File: config.mk
export PLATFORM = sky130hd
export DESIGN_NAME = rvfpm_xif_issue_queue
export DESIGN_NICKNAME = d
export VERILOG_FILES = /design/src/rtl/pa_rvfpm.sv /design/src/rtl/rvfpm_id_match.sv /design/src/rtl/rvfpm_xif_issue_queue.sv
export SDC_FILE = /design/constraint.sdc
export NUM_CORES = 1
export LEC_CHECK = 0
export CAP_MARGIN = 20
export CORE_MARGIN = 2
export CORE_UTILIZATION = 60
export DETAILED_ROUTE_END_ITERATION = 10
export DONT_BUFFER_PORTS = 1
export PLACE_DENSITY = 0.74
export SLEW_MARGIN = 20
export SYNTH_ARGS = -nofsm -noshare
export SYNTH_HDL_FRONTEND = slang
export SYNTH_SLANG_ARGS = --single-unit
File: constraint.sdc
create_clock -name ck -period 14.8 [get_ports ck]
set_input_delay 2.96 -clock ck [delete_from_list [all_inputs] [get_ports ck]]
set_output_delay 2.96 -clock ck [all_outputs]
set_load 0.02 [all_outputs]
File: src/rtl/pa_rvfpm.sv
// Shared FPU-model constants and types for the CORE-V-XIF issue path.
package pa_rvfpm;

  localparam int unsigned XLEN          = 32;
  localparam int unsigned X_NUM_RS      = 3;
  localparam int unsigned X_ID_WIDTH    = 4;
  localparam int unsigned X_INSTR_WIDTH = 32;

  typedef enum logic [1:0] {
    FREE      = 2'd0,
    PENDING   = 2'd1,
    COMMITTED = 2'd2,
    KILLED    = 2'd3
  } x_q_state_e;

  typedef struct packed {
    logic [X_INSTR_WIDTH-1:0]  instr;
    logic [X_ID_WIDTH-1:0]     id;
    logic [X_NUM_RS*XLEN-1:0]  rs;
  } x_q_entry_t;

endpackage

File: src/rtl/rvfpm_id_match.sv
// Per-entry ID comparator, qualified by a mask of entry states that may take part.
module rvfpm_id_match
  import pa_rvfpm::*;
#(
  parameter int unsigned Depth   = 4,
  parameter int unsigned IdWidth = 4
) (
  input  x_q_state_e         state_i [Depth],
  input  logic [IdWidth-1:0] id_i    [Depth],
  input  logic [IdWidth-1:0] key_i,
  input  logic [3:0]         qual_i,
  output logic [Depth-1:0]   match_o,
  output logic               any_o
);

  always_comb begin
    match_o = '0;
    for (int i = 0; i < Depth; i++) begin
      // qual_i bit n enables entries whose state encodes to n
      match_o[i] = qual_i[state_i[i]] && (id_i[i] == key_i);
    end
  end

  assign any_o = |match_o;

endmodule

File: src/rtl/rvfpm_xif_issue_queue.sv
// In-order issue buffer between the XIF issue/commit interfaces and the FPU execute stage.
module rvfpm_xif_issue_queue #(
  parameter int unsigned QUEUE_DEPTH = 4,
  parameter int unsigned XLEN        = pa_rvfpm::XLEN,
  parameter int unsigned X_NUM_RS    = pa_rvfpm::X_NUM_RS,
  parameter int unsigned X_ID_WIDTH  = pa_rvfpm::X_ID_WIDTH
) (
  input  logic                               ck,
  input  logic                               rst,
  input  logic                               issue_valid,
  output logic                               issue_ready,
  input  logic [31:0]                        issue_instr,
  input  logic [X_ID_WIDTH-1:0]              issue_id,
  input  logic [X_NUM_RS*XLEN-1:0]           issue_rs,
  input  logic                               predec_accept,
  output logic                               issue_accept,
  input  logic                               commit_valid,
  input  logic [X_ID_WIDTH-1:0]              commit_id,
  input  logic                               commit_kill,
  output logic                               disp_valid,
  input  logic                               disp_ready,
  output logic [31:0]                        disp_instr,
  output logic [X_ID_WIDTH-1:0]              disp_id,
  output logic [X_NUM_RS*XLEN-1:0]           disp_rs,
  output logic [$clog2(QUEUE_DEPTH+1)-1:0]   count,
  output logic                               full,
  output logic                               empty,
  output logic                               commit_miss
);
  import pa_rvfpm::*;

  localparam int unsigned PtrW = (QUEUE_DEPTH > 1) ? $clog2(QUEUE_DEPTH) : 1;
  localparam int unsigned CntW = $clog2(QUEUE_DEPTH + 1);
  localparam int unsigned RsW  = X_NUM_RS * XLEN;
  localparam logic [PtrW-1:0] LastPtr  = PtrW'(QUEUE_DEPTH - 1);
  localparam logic [CntW-1:0] DepthCnt = CntW'(QUEUE_DEPTH);
  // State masks for the comparator: any live entry, or only PENDING ones
  localparam logic [3:0] QualLive    = 4'b1110;
  localparam logic [3:0] QualPending = 4'b0010;

  x_q_state_e               state_q [QUEUE_DEPTH];
  x_q_state_e               state_d [QUEUE_DEPTH];
  logic [X_INSTR_WIDTH-1:0] instr_q [QUEUE_DEPTH];
  logic [X_ID_WIDTH-1:0]    id_q    [QUEUE_DEPTH];
  logic [RsW-1:0]           rs_q    [QUEUE_DEPTH];

  logic [PtrW-1:0] head_q, head_d, tail_q, tail_d;
  logic [CntW-1:0] count_q, count_d;
  logic            commit_miss_q, commit_miss_d;

  logic [QUEUE_DEPTH-1:0] conflict_match, commit_match;
  logic                   id_conflict, commit_hit;
  logic                   push, pop, drop, same_id;
  x_q_state_e             commit_state;

  function automatic logic [PtrW-1:0] ptr_inc(input logic [PtrW-1:0] p);
    return (p == LastPtr) ? '0 : p + 1'b1;
  endfunction

  rvfpm_id_match #(
    .Depth   (QUEUE_DEPTH),
    .IdWidth (X_ID_WIDTH)
  ) u_conflict_match (
    .state_i (state_q),
    .id_i    (id_q),
    .key_i   (issue_id),
    .qual_i  (QualLive),
    .match_o (conflict_match),
    .any_o   (id_conflict)
  );

  rvfpm_id_match #(
    .Depth   (QUEUE_DEPTH),
    .IdWidth (X_ID_WIDTH)
  ) u_commit_match (
    .state_i (state_q),
    .id_i    (id_q),
    .key_i   (commit_id),
    .qual_i  (QualPending),
    .match_o (commit_match),
    .any_o   (commit_hit)
  );

  assign count        = count_q;
  assign full         = (count_q == DepthCnt);
  assign empty        = (count_q == '0);
  assign commit_miss  = commit_miss_q;
  assign issue_accept = predec_accept;
  assign issue_ready  = !rst && !full && !id_conflict;
  assign push         = issue_valid && issue_ready && predec_accept;

  assign disp_valid = (state_q[head_q] == COMMITTED);
  assign disp_instr = instr_q[head_q];
  assign disp_id    = id_q[head_q];
  assign disp_rs    = rs_q[head_q];
  assign pop        = disp_valid && disp_ready;
  assign drop       = (state_q[head_q] == KILLED);

  // A pushed ID can never already be live, so a same-cycle commit targets the new entry
  assign same_id      = commit_valid && push && (commit_id == issue_id);
  assign commit_state = commit_kill ? KILLED : COMMITTED;

  always_comb begin
    state_d = state_q;
    for (int i = 0; i < QUEUE_DEPTH; i++) begin
      if (commit_valid && commit_match[i]) begin
        state_d[i] = commit_state;
      end
    end
    if (pop || drop) begin
      state_d[head_q] = FREE;
    end
    if (push) begin
      state_d[tail_q] = same_id ? commit_state : PENDING;
    end
  end

  always_comb begin
    head_d        = (pop || drop) ? ptr_inc(head_q) : head_q;
    tail_d        = push ? ptr_inc(tail_q) : tail_q;
    count_d       = count_q + CntW'(push) - CntW'(pop || drop);
    commit_miss_d = commit_valid && !commit_hit && !same_id;
  end

  always_ff @(posedge ck) begin
    if (rst) begin
      for (int i = 0; i < QUEUE_DEPTH; i++) begin
        state_q[i] <= FREE;
      end
      head_q        <= '0;
      tail_q        <= '0;
      count_q       <= '0;
      commit_miss_q <= 1'b0;
    end else begin
      state_q       <= state_d;
      head_q        <= head_d;
      tail_q        <= tail_d;
      count_q       <= count_d;
      commit_miss_q <= commit_miss_d;
    end
  end

  // Payload is only observed while its entry is live, so it needs no reset
  always_ff @(posedge ck) begin
    if (push) begin
      instr_q[tail_q] <= issue_instr;
      id_q[tail_q]    <= issue_id;
      rs_q[tail_q]    <= issue_rs;
    end
  end

endmodule

==> out/results.txt, run 1 <==
Place WS: 7470 ps
RSZ-0062 raised after global routing: no
Setup Buffers After CTS: 0
Fill cells: 2002
worst vdd ir: 0.123 mV
layout cells sized above 1: 24.1%
number of antenna violations at the first check in global routing: 0
DR vias/cell: 6.28
Hold Buf Count CTS: 0
Max clock buf depth: 3
worst clock skew: 13.0 ps
HPWL after DPL: 23.5 mm
gr usage total: 21.8%
first-pass detailed-route iteration total: 5
Vias: 8714
DIE WIDTH: 189 microns
die span in y: 189 microns
# port buffers: 0
row cnt: 67
sw frac: 19.4%
setup ws final: 7480 ps
vias in the first global route: 9346
Leak: 6.85 nW
Logic pwr share: 2.1%
WHS: 583 ps
Crit path largest cell delay: 420 ps
Final Instance Count excl. Fillers: 1388
Worst EP required: 11840 ps
synthesized net count: 1031
Yosys cell types: 43
DRC violations left: 0
# IOs: 284
Final period util: 49.5%
status: complete, no violations
sw power: 0.579 mW
Crit Path Category: in -> out
# diodes: 0
Worst path slowest cell: nor2b_1
Final Max Tran Viols: 0
Cells after DPL: 1292
Initial Util: 61.0%
most frequent cells in the layout: edfxtp_1 (528), mux4_2 (132), clkbuf_16 (53)
gpl congestion: 0.782
die area: 35700 sq um
core area: 33600 sq um
PwrDens: 132 nW/um^2
power share of the clock group: 40.2%
TritonCTS Buffers: 52
Rel. slew slack: 29.2%
CP startpoint kind: input pin
Max Cap Viol: 0
clock network latency to the later pin of the worst-skew pair: 560 ps
crit-path cells: o221a_1 > a311o_1 > nor3_4 > nor2b_1
root buffer cell: clkbuf_16
final net count: 1054
most common cell after layout, fill and taps aside: edfxtp_1
Achievable Freq: 0.137 GHz
final hold vios: 0
CTS Sinks: 546
mapped cell area: 20500 sq um
critical path arrival: 4360 ps
global route overflow: 0
pin count of the biggest net entering global routing: 129
maximum fanout along the worst path: 10
minimum clock period: 7320 ps
Antenna Nets Post-Route: 0
DRT iter0 DRCs: 692
CP endpoint kind: output pin
Area Overhead vs Synth: 10.1%
Syn Area/Cell: 23.4 sq um
Min-Delay Path Class: reg -> reg
cell internal pwr: 2.41 mW
post-synthesis sequential area ratio: 79.1%
Routed Wire Length: 38.5 mm
Sequential Power Share: 57.7%
Routed WL per cell: 27.7 microns
Post-CTS Resized: 0
Final setup viols: 0
first-pass GRT wire length: 58.1 mm
Seq cells post-synth: 546
TritonCTS clock tree: yes
clock slew at reported path FFs: 60 ps
worst-margin pin slew: 1060 ps
Synth Warn #: 0
setup TNS: 0 ps
Syn Inst Count: 877
CTS H-tree depth: 2
[worst max-delay path: cells and delay by family]
family / cells / cell delay (ps)
AOI/OAI and AO/OA: 2 / 620
and+or+nand+nor: 2 / 770
[synth_stat cells]
cell       instances  area share, %
a2111oi_0          3           0.13
a2111oi_1          1          0.049
a211oi_1           8           0.29
a21oi_1            5           0.12
a221oi_1           2          0.085
a222oi_1           2          0.098
a22oi_1            1          0.037
a311o_1            1          0.049
a32oi_1            1          0.043
a41oi_1            1          0.043
and2_1             1          0.031
and4b_1            3           0.15
buf_1              1          0.018
buf_2             17           0.41
buf_4              3           0.11
clkbuf_1          19           0.35
dfxtp_1           18            1.8
edfxtp_1         528             77
fa_1               1          0.098
ha_1              10           0.61
inv_1             26           0.48
mux2_2             8           0.44
mux2i_1            3           0.15
mux4_2           132             14
nand2_1            2          0.037
nand2b_1           1          0.031
nand3_1            8           0.20
nor2_1            13           0.24
nor2b_1            6           0.18
nor3_1             3          0.073
nor3_4             1          0.079
nor3b_1            1          0.037
nor4_1             4           0.12
o211ai_1           1          0.037
o21a_1             1          0.037
o21ai_0            6           0.15
o221a_1            1          0.055
o221ai_1           1          0.043
o22ai_1            2          0.061
o31ai_1            3           0.11
or4_1              1          0.037
xnor2_1           13           0.56
xor2_1            14           0.60
[cell type report]
class                   instances  area, sq um  share of cell area [%]
multi-input cells             265         4020                    17.8
clock inverters                28          171                   0.759
repair buffers                  9          113                   0.499
well taps                     448          561                    2.48
inverters                      26          118                   0.521
flip-flops and latches        546        16200                    71.9
clock buffers                  66         1380                    6.09
[power groups by stage]
stage / Sequential [mW] / Combinational [mW] / Clock, mW
CTS: 1.72 / 0.0645 / 1.23
detailed placement: 1.76 / 0.0641 / 0
floorplan: 1.76 / 0.0537 / 0
finish: 1.72 / 0.0636 / 1.20
global placement: 1.76 / 0.0630 / 0
global route: 1.73 / 0.0676 / 1.29
[state kept, by name, summed over array words and instances, names as in the netlist, named ones only]
register	cells
head_q	2
commit_miss	1
rs_q	384
instr_q	128
tail_q	2
count	3
id_q	16
state_q	8
[kinds of logic (layout without fill, tap and decap cells)]
kind of cell,after synthesis,count (layout),synth area share [%]
flip-flops,546,546,79.1
multiplexers,143,143,15.1
buffers and inverters,66,129,1.37
AND/OR/NAND/NOR,44,44,1.21
AO/OA/AOI/OAI,40,40,1.43
XOR/XNOR,27,27,1.15
adder cells (fa/ha/maj),11,11,0.708
[metal layers]
layer,wire length [microns],track usage [%]
met1,14200,27.7
met2,18900,34.9
met3,4550,9.64
met4,833,6.01
met5,0,0
[through the flow]
stage / power (mW) / instance area (sq um) / util (%)
after floorplan: 1.81 / 20500 / -
after global placement: 1.82 / 21000 / 62.4
after detailed placement: 1.82 / 21000 / 62.4
after CTS: 3.02 / 22500 / 67.0
after global routing: 3.08 / 22600 / 67.2
final: 2.99 / 22600 / 67.2
[path summary, 6_finish.rpt]
kind                                        startpoint                      to  slack (ps)  cells past startpoint
worst max-delay path                       issue_id[0]             issue_ready        7480                      4
worst min-delay path            tail_q[0]$_SDFFE_PP0N_  tail_q[0]$_SDFFE_PP0N_         580                      2
worst max register to register     count[1]$_SDFF_PP0_   rs_q[0][62]$_DFFE_PP_       10970                      6
worst min register to register  tail_q[0]$_SDFFE_PP0N_  tail_q[0]$_SDFFE_PP0N_         580                      2
Power figures use the tool's default switching activity.
==> run 2: changes to the inputs <==
Settings changed: CORE_UTILIZATION 60 to 57, PLACE_DENSITY 0.74 to 0.73.
Clock period 14.8 ns to 6.4 ns, I/O delays scaled along.
==> run 2 against run 1 <==
Effect of this change:
- clock power rose to 2.6 times the previous value
- worst hold slack got worse by 13 ps
- final cell count rose by 1.3%
- register-to-register slack got worse by 8100 ps
- final area rose by 1.0%
- sequential power rose by 130%
- sequential share of layout area fell by 0.71 points
- via count fell by 1.2%
- critical path depth fell by 2
- core utilization fell by 2.9 points
- critical endpoint is now disp_rs[11]
- largest cell class unchanged
- highest routed layer unchanged
==> out/results.txt, run 2 (synthesis results as in run 1) <==
status: complete, no violations
Initial Util: 57.8% (-3.2 points)
global route overflow: 0 (unchanged)
critical path arrival: 2860 ps (-1500 ps)
root buffer cell: clkbuf_16
Final setup viols: 0 (unchanged)
Final Max Tran Viols: 0 (unchanged)
DIE WIDTH: 194 microns (+2.5%)
core area: 35500 sq um (+5.6%)
Routed WL per cell: 26.5 microns (-4.3%)
Area Overhead vs Synth: 11.2%
Vias: 8609 (-1.2%)
HPWL after DPL: 22.2 mm (-5.3%)
Setup Buffers After CTS: 0 (unchanged)
Crit Path Category: reg -> out
Hold Buf Count CTS: 0 (unchanged)
worst vdd ir: 0.371 mV (+200%)
Post-CTS Resized: 0 (unchanged)
Leak: 6.96 nW (+1.6%)
setup TNS: 0 ps (unchanged)
die area: 37500 sq um (+5.2%)
PwrDens: 316 nW/um^2 (+140%)
Final period util: 64.6%
final net count: 1057 (+0.28%)
DRT iter0 DRCs: 573 (-17%)
Reg2Reg Launch Point: count[1]$_SDFF_PP0_
Cells after DPL: 1309 (+1.3%)
Util after Layout: 64.3% (-2.9 points)
Min-Delay Path Class: reg -> reg
Rel. slew slack: 33.3% (+4.1 points)
gpl congestion: 0.827 (+5.8%)
HP Start: tail_q[1]$_SDFFE_PP0N_
Max Cap Viol: 0 (unchanged)
# port buffers: 0 (unchanged)
clock slew at reported path FFs: 60 ps (about the same)
Final Instance Count excl. Fillers: 1406 (+1.3%)
Antenna Nets Post-Route: 0 (unchanged)
DR vias/cell: 6.12 (-2.5%)
final hold vios: 0 (unchanged)
TritonCTS clock tree: yes
minimum clock period: 4140 ps
Achievable Freq: 0.242 GHz
worst-margin pin slew: 998 ps (-63.9 ps)
max reg flops: 384 (unchanged)
number of antenna violations at the first check in global routing: 0 (unchanged)
most common cell after layout, fill and taps aside: edfxtp_1
pin count of the biggest net entering global routing: 86 (-33%)
maximum fanout along the worst path: 38 (+28)
most frequent cells in the layout: edfxtp_1 (528), mux4_2 (132), clkbuf_16 (55)
gr usage total: 20.1% (-1.8 points)
row cnt: 69 (+3.0%)
fin area: 22800 sq um (+1.0%)
RSZ-0062 raised after global routing: no
# IOs: 284 (unchanged)
Max clock buf depth: 3 (unchanged)
CTS Sinks: 546 (unchanged)
CP endpoint kind: output pin
DRC violations left: 0 (unchanged)
first-pass detailed-route iteration total: 5 (unchanged)
first-pass GRT wire length: 56.5 mm (-2.8%)
Post-DP Area: 21100 sq um (+0.34%)
TritonCTS Buffers: 53 (+1.9%)
die span in y: 194 microns (+2.5%)
Routed Wire Length: 37.3 mm (-3.0%)
Worst EP required: 5120 ps (-6720 ps)
layout cells sized above 1: 24.6% (+0.40 points)
vias in the first global route: 9010 (-3.6%)
worst clock skew: 19.8 ps (+6.83 ps)
# diodes: 0 (unchanged)
CTS H-tree depth: 2 (unchanged)
Top Registers: rs_q (384), instr_q (128), id_q (16)
CP startpoint kind: flip-flop
clock network latency to the later pin of the worst-skew pair: 580 ps (+20 ps)
Top reg by flops: rs_q
## run 2: cell count changes in the layout (fill, tap and decap cells not counted), sizes merged
cell / delta
clkbuf: +3
clkinvlp: -3
bufinv: +5
buf: +2
clkinv: -2
## run 2: path summary, 6_finish.rpt
path         slack (ps)                     end  depth (start not counted)
max                2260             disp_rs[11]                          2
min                 570  tail_q[1]$_SDFFE_PP0N_                          2
max reg2reg        2870   rs_q[3][88]$_DFFE_PP_                          6
min reg2reg         570  tail_q[1]$_SDFFE_PP0N_                          2
## run 2: worst max-delay path, cell delays in order (launching register included)
cell	delay, ps
dfxtp_4	780
buf_4	730
mux4_2	700
## run 2: metrics by stage
step | total power [mW] | setup slack (ps) | hold WS [ps]
after floorplan | 4.19 | 847 | 506
after global placement | 4.21 | 2220 | 543
after detailed placement | 4.21 | 2200 | 551
after CTS | 7.28 | 2120 | 560
after global routing | 7.43 | 2010 | 590
final | 7.21 | 2260 | 570
## run 2: power breakdown
part	internal, mW	leakage, nW	switching [mW]
clock network	1.84	0.857	1.24
logic	0.0467	1.19	0.0984
registers	3.97	4.92	0.0159
total	5.86	6.96	1.35
## run 2: layout make-up
type | instances | area [sq um]
Clock buffer | 69 | 1460
Timing Repair Buffer | 11 | 120
Tap cell | 461 | 577
Inverter | 26 | 118
Clock inverter | 28 | 290
Sequential cell | 546 | 16200
Multi-Input combinational cell | 265 | 4020
Fill cell | 2281 | 12700
## run 2: metal layers
layer  track usage [%]  wire length [microns]  vias to the layer above
li1                  -                      -                     3738
met1              26.0                  14400                     4492
met2              31.1                  18100                      328
met3              8.92                   4190                       51
met4              5.91                    707                        0
met5                 0                      0                        -
==> run 3: changes to the inputs <==
Clock period 6.4 ns to 3.5 ns, I/O delays scaled along.
==> run 3 against run 2 <==
Effect of this change:
- wire length is 0.71% lower
- global-route usage is 0.069 points higher
- clock power is 64% higher
- critical path depth is 4 higher
- sequential power is 83% higher
- non-clock buffer count is 11 higher
- critical path type unchanged
==> out/results.txt, run 3 (synthesis results as in run 1) <==
Crit Path Category: reg -> out
CTS H-tree depth: 2 (unchanged)
Routed Wire Length: 37.1 mm (-0.71%)
TritonCTS clock tree: yes
Routed WL per cell: 26.3 microns (-1.1%)
Post-DP Area: 21300 sq um (+1.3%)
Worst path slowest cell: edfxtp_1
root buffer cell: clkbuf_16
Final Max Tran Viols: 0 (unchanged)
hold depth: 1 (-1)
WHS: 186 ps (-384 ps)
Crit path largest cell delay: 450 ps (-330 ps)
maximum fanout along the worst path: 7 (-82%)
Max clock buf depth: 3 (unchanged)
CP endpoint kind: output pin
die area: 37500 sq um (unchanged)
core area: 35500 sq um (unchanged)
critical path arrival: 2440 ps (-420 ps)
max reg flops: 384 (unchanged)
Final period util: 89.6%
Area Overhead vs Synth: 11.5%
row cnt: 69 (unchanged)
TritonCTS Buffers: 52 (-1.9%)
clock slew at reported path FFs: 60 ps (about the same)
Leak: 6.92 nW (-0.48%)
worst clock skew: 23.0 ps (+3.16 ps)
clock network latency to the later pin of the worst-skew pair: 580 ps (about the same)
most frequent cells in the layout: edfxtp_1 (528), mux4_2 (132), clkbuf_16 (53)
DIE WIDTH: 194 microns (unchanged)
Min-Delay Path Class: in -> reg
global route overflow: 0 (unchanged)
Worst EP required: 2800 ps (-2320 ps)
minimum clock period: 3140 ps
Antenna Nets Post-Route: 0 (unchanged)
worst vdd ir: 0.584 mV (+57%)
most common cell after layout, fill and taps aside: edfxtp_1
Top Registers: rs_q (384), instr_q (128), id_q (16)
Hold Buf Count CTS: 0 (unchanged)
# port buffers: 0 (unchanged)
reg2reg end: count[2]$_SDFF_PP0_
Initial Util: 57.8% (unchanged)
CP startpoint kind: flip-flop
vias in the first global route: 9121 (+1.2%)
# diodes: 0 (unchanged)
worst setup path endpoint: issue_ready
pin count of the biggest net entering global routing: 71 (-17%)
Util after Layout: 64.4% (+0.17 points)
worst-margin pin slew: 753 ps (-245 ps)
DR vias/cell: 6.13 (about the same)
gpl congestion: 0.831 (+0.52%)
DRC violations left: 0 (unchanged)
Setup Buffers After CTS: 0 (unchanged)
Reg2Reg Depth: 14 (+8)
# IOs: 284 (unchanged)
gr usage total: 20.2% (+0.069 points)
status: complete, no violations
CTS Sinks: 546 (unchanged)
layout cells sized above 1: 25.3% (+0.71 points)
Final setup viols: 0 (unchanged)
Post-CTS Resized: 0 (unchanged)
first-pass detailed-route iteration total: 6 (+1)
die span in y: 194 microns (unchanged)
multi-input logic area: 4070 sq um (+1.4%)
Top reg by flops: rs_q
first-pass GRT wire length: 56.7 mm (+0.39%)
flop-to-flop setup slack: 530 ps (-2340 ps)
PwrDens: 553 nW/um^2 (+75%)
HPWL after DPL: 23.0 mm (+3.6%)
RSZ-0062 raised after global routing: no
number of antenna violations at the first check in global routing: 0 (unchanged)
Reg2Reg Launch Point: id_q[1]$_DFFE_PP_
Vias: 8646 (+0.43%)
fin area: 22900 sq um (+0.26%)
final hold vios: 0 (unchanged)
Max Cap Viol: 0 (unchanged)
crit-path cells: xnor2_1 > o221a_1 > a311o_1 > nor3_4 > buf_4 > nor2b_1
DRT iter0 DRCs: 630 (+9.9%)
Rel. slew slack: 49.3% (+16 points)
CP Launch Point: id_q[1]$_DFFE_PP_
Fill cells: 2259 (-0.96%)
Achievable Freq: 0.319 GHz
FF/Latch Area: 16200 sq um (unchanged)
final net count: 1067 (+0.95%)
==> run 3: cell types whose count changed in the layout (fill, tap and decap cells not counted), moves of 3 or more <==
cell / delta
buf_12: +11
inv_6: -6
bufinv_16: -4
clkbuf_1: +4
clkinvlp_4: +4
nand3_1: -4
nand3_2: +4
clkbuf_8: -3
clkinv_1: +3
nor4_1: -3
nor4_2: +3
==> run 3: per-stage QoR <==
step	TNS, ps	instances	power (mW)	setup slack [ps]
2_1_floorplan	-229070	877	7.66	-434
3_3_place_gp	0	1320	7.71	341
3_5_place_dp	0	1320	7.72	296
4_1_cts	0	1411	12.8	306
5_1_grt	0	1411	13.0	203
6_report	0	1411	12.6	364
==> run 3: worst max-delay path: cells and delay by family (launching register included) <==
kind,cells,cell delay [ps]
compound gates,2,510
buf+inv,1,180
xor+xnor,1,150
flops,1,450
simple gates,2,580
==> run 3: cell type report <==
| type | count | area share, % |
|---|---|---|
| Tap cell | 461 | 2.52 |
| Clock buffer | 68 | 6.05 |
| Timing Repair Buffer | 22 | 1.49 |
| Clock inverter | 23 | 0.673 |
| Multi-Input combinational cell | 265 | 17.8 |
| Inverter | 26 | 0.493 |
| Sequential cell | 546 | 71.0 |
==> run 3: routing by layer <==
layer / GRT usage, % / up-vias / wire, microns
li1: - / 3758 / -
met1: 25.7 / 4572 / 14400
met2: 31.9 / 273 / 18300
met3: 8.49 / 43 / 3660
met4: 6.16 / 0 / 644
met5: 0 / - / 0
==> run 3: report_power, final <==
part           internal [mW]  total, mW  switching [mW]
Combinational         0.0955      0.282           0.187
Sequential              7.26       7.29          0.0294
Clock                   2.90       5.06            2.16
==> run 3: how the worst min path moves through the flow <==
stage	startpoint	end
6_report	rst	count[0]$_SDFF_PP0_
5_1_grt	rst	count[1]$_SDFF_PP0_
4_1_cts	rst	count[0]$_SDFF_PP0_
3_5_place_dp	tail_q[1]$_SDFFE_PP0N_	tail_q[1]$_SDFFE_PP0N_
3_3_place_gp	tail_q[1]$_SDFFE_PP0N_	tail_q[1]$_SDFFE_PP0N_
2_1_floorplan	tail_q[1]$_SDFFE_PP0N_	tail_q[1]$_SDFFE_PP0N_
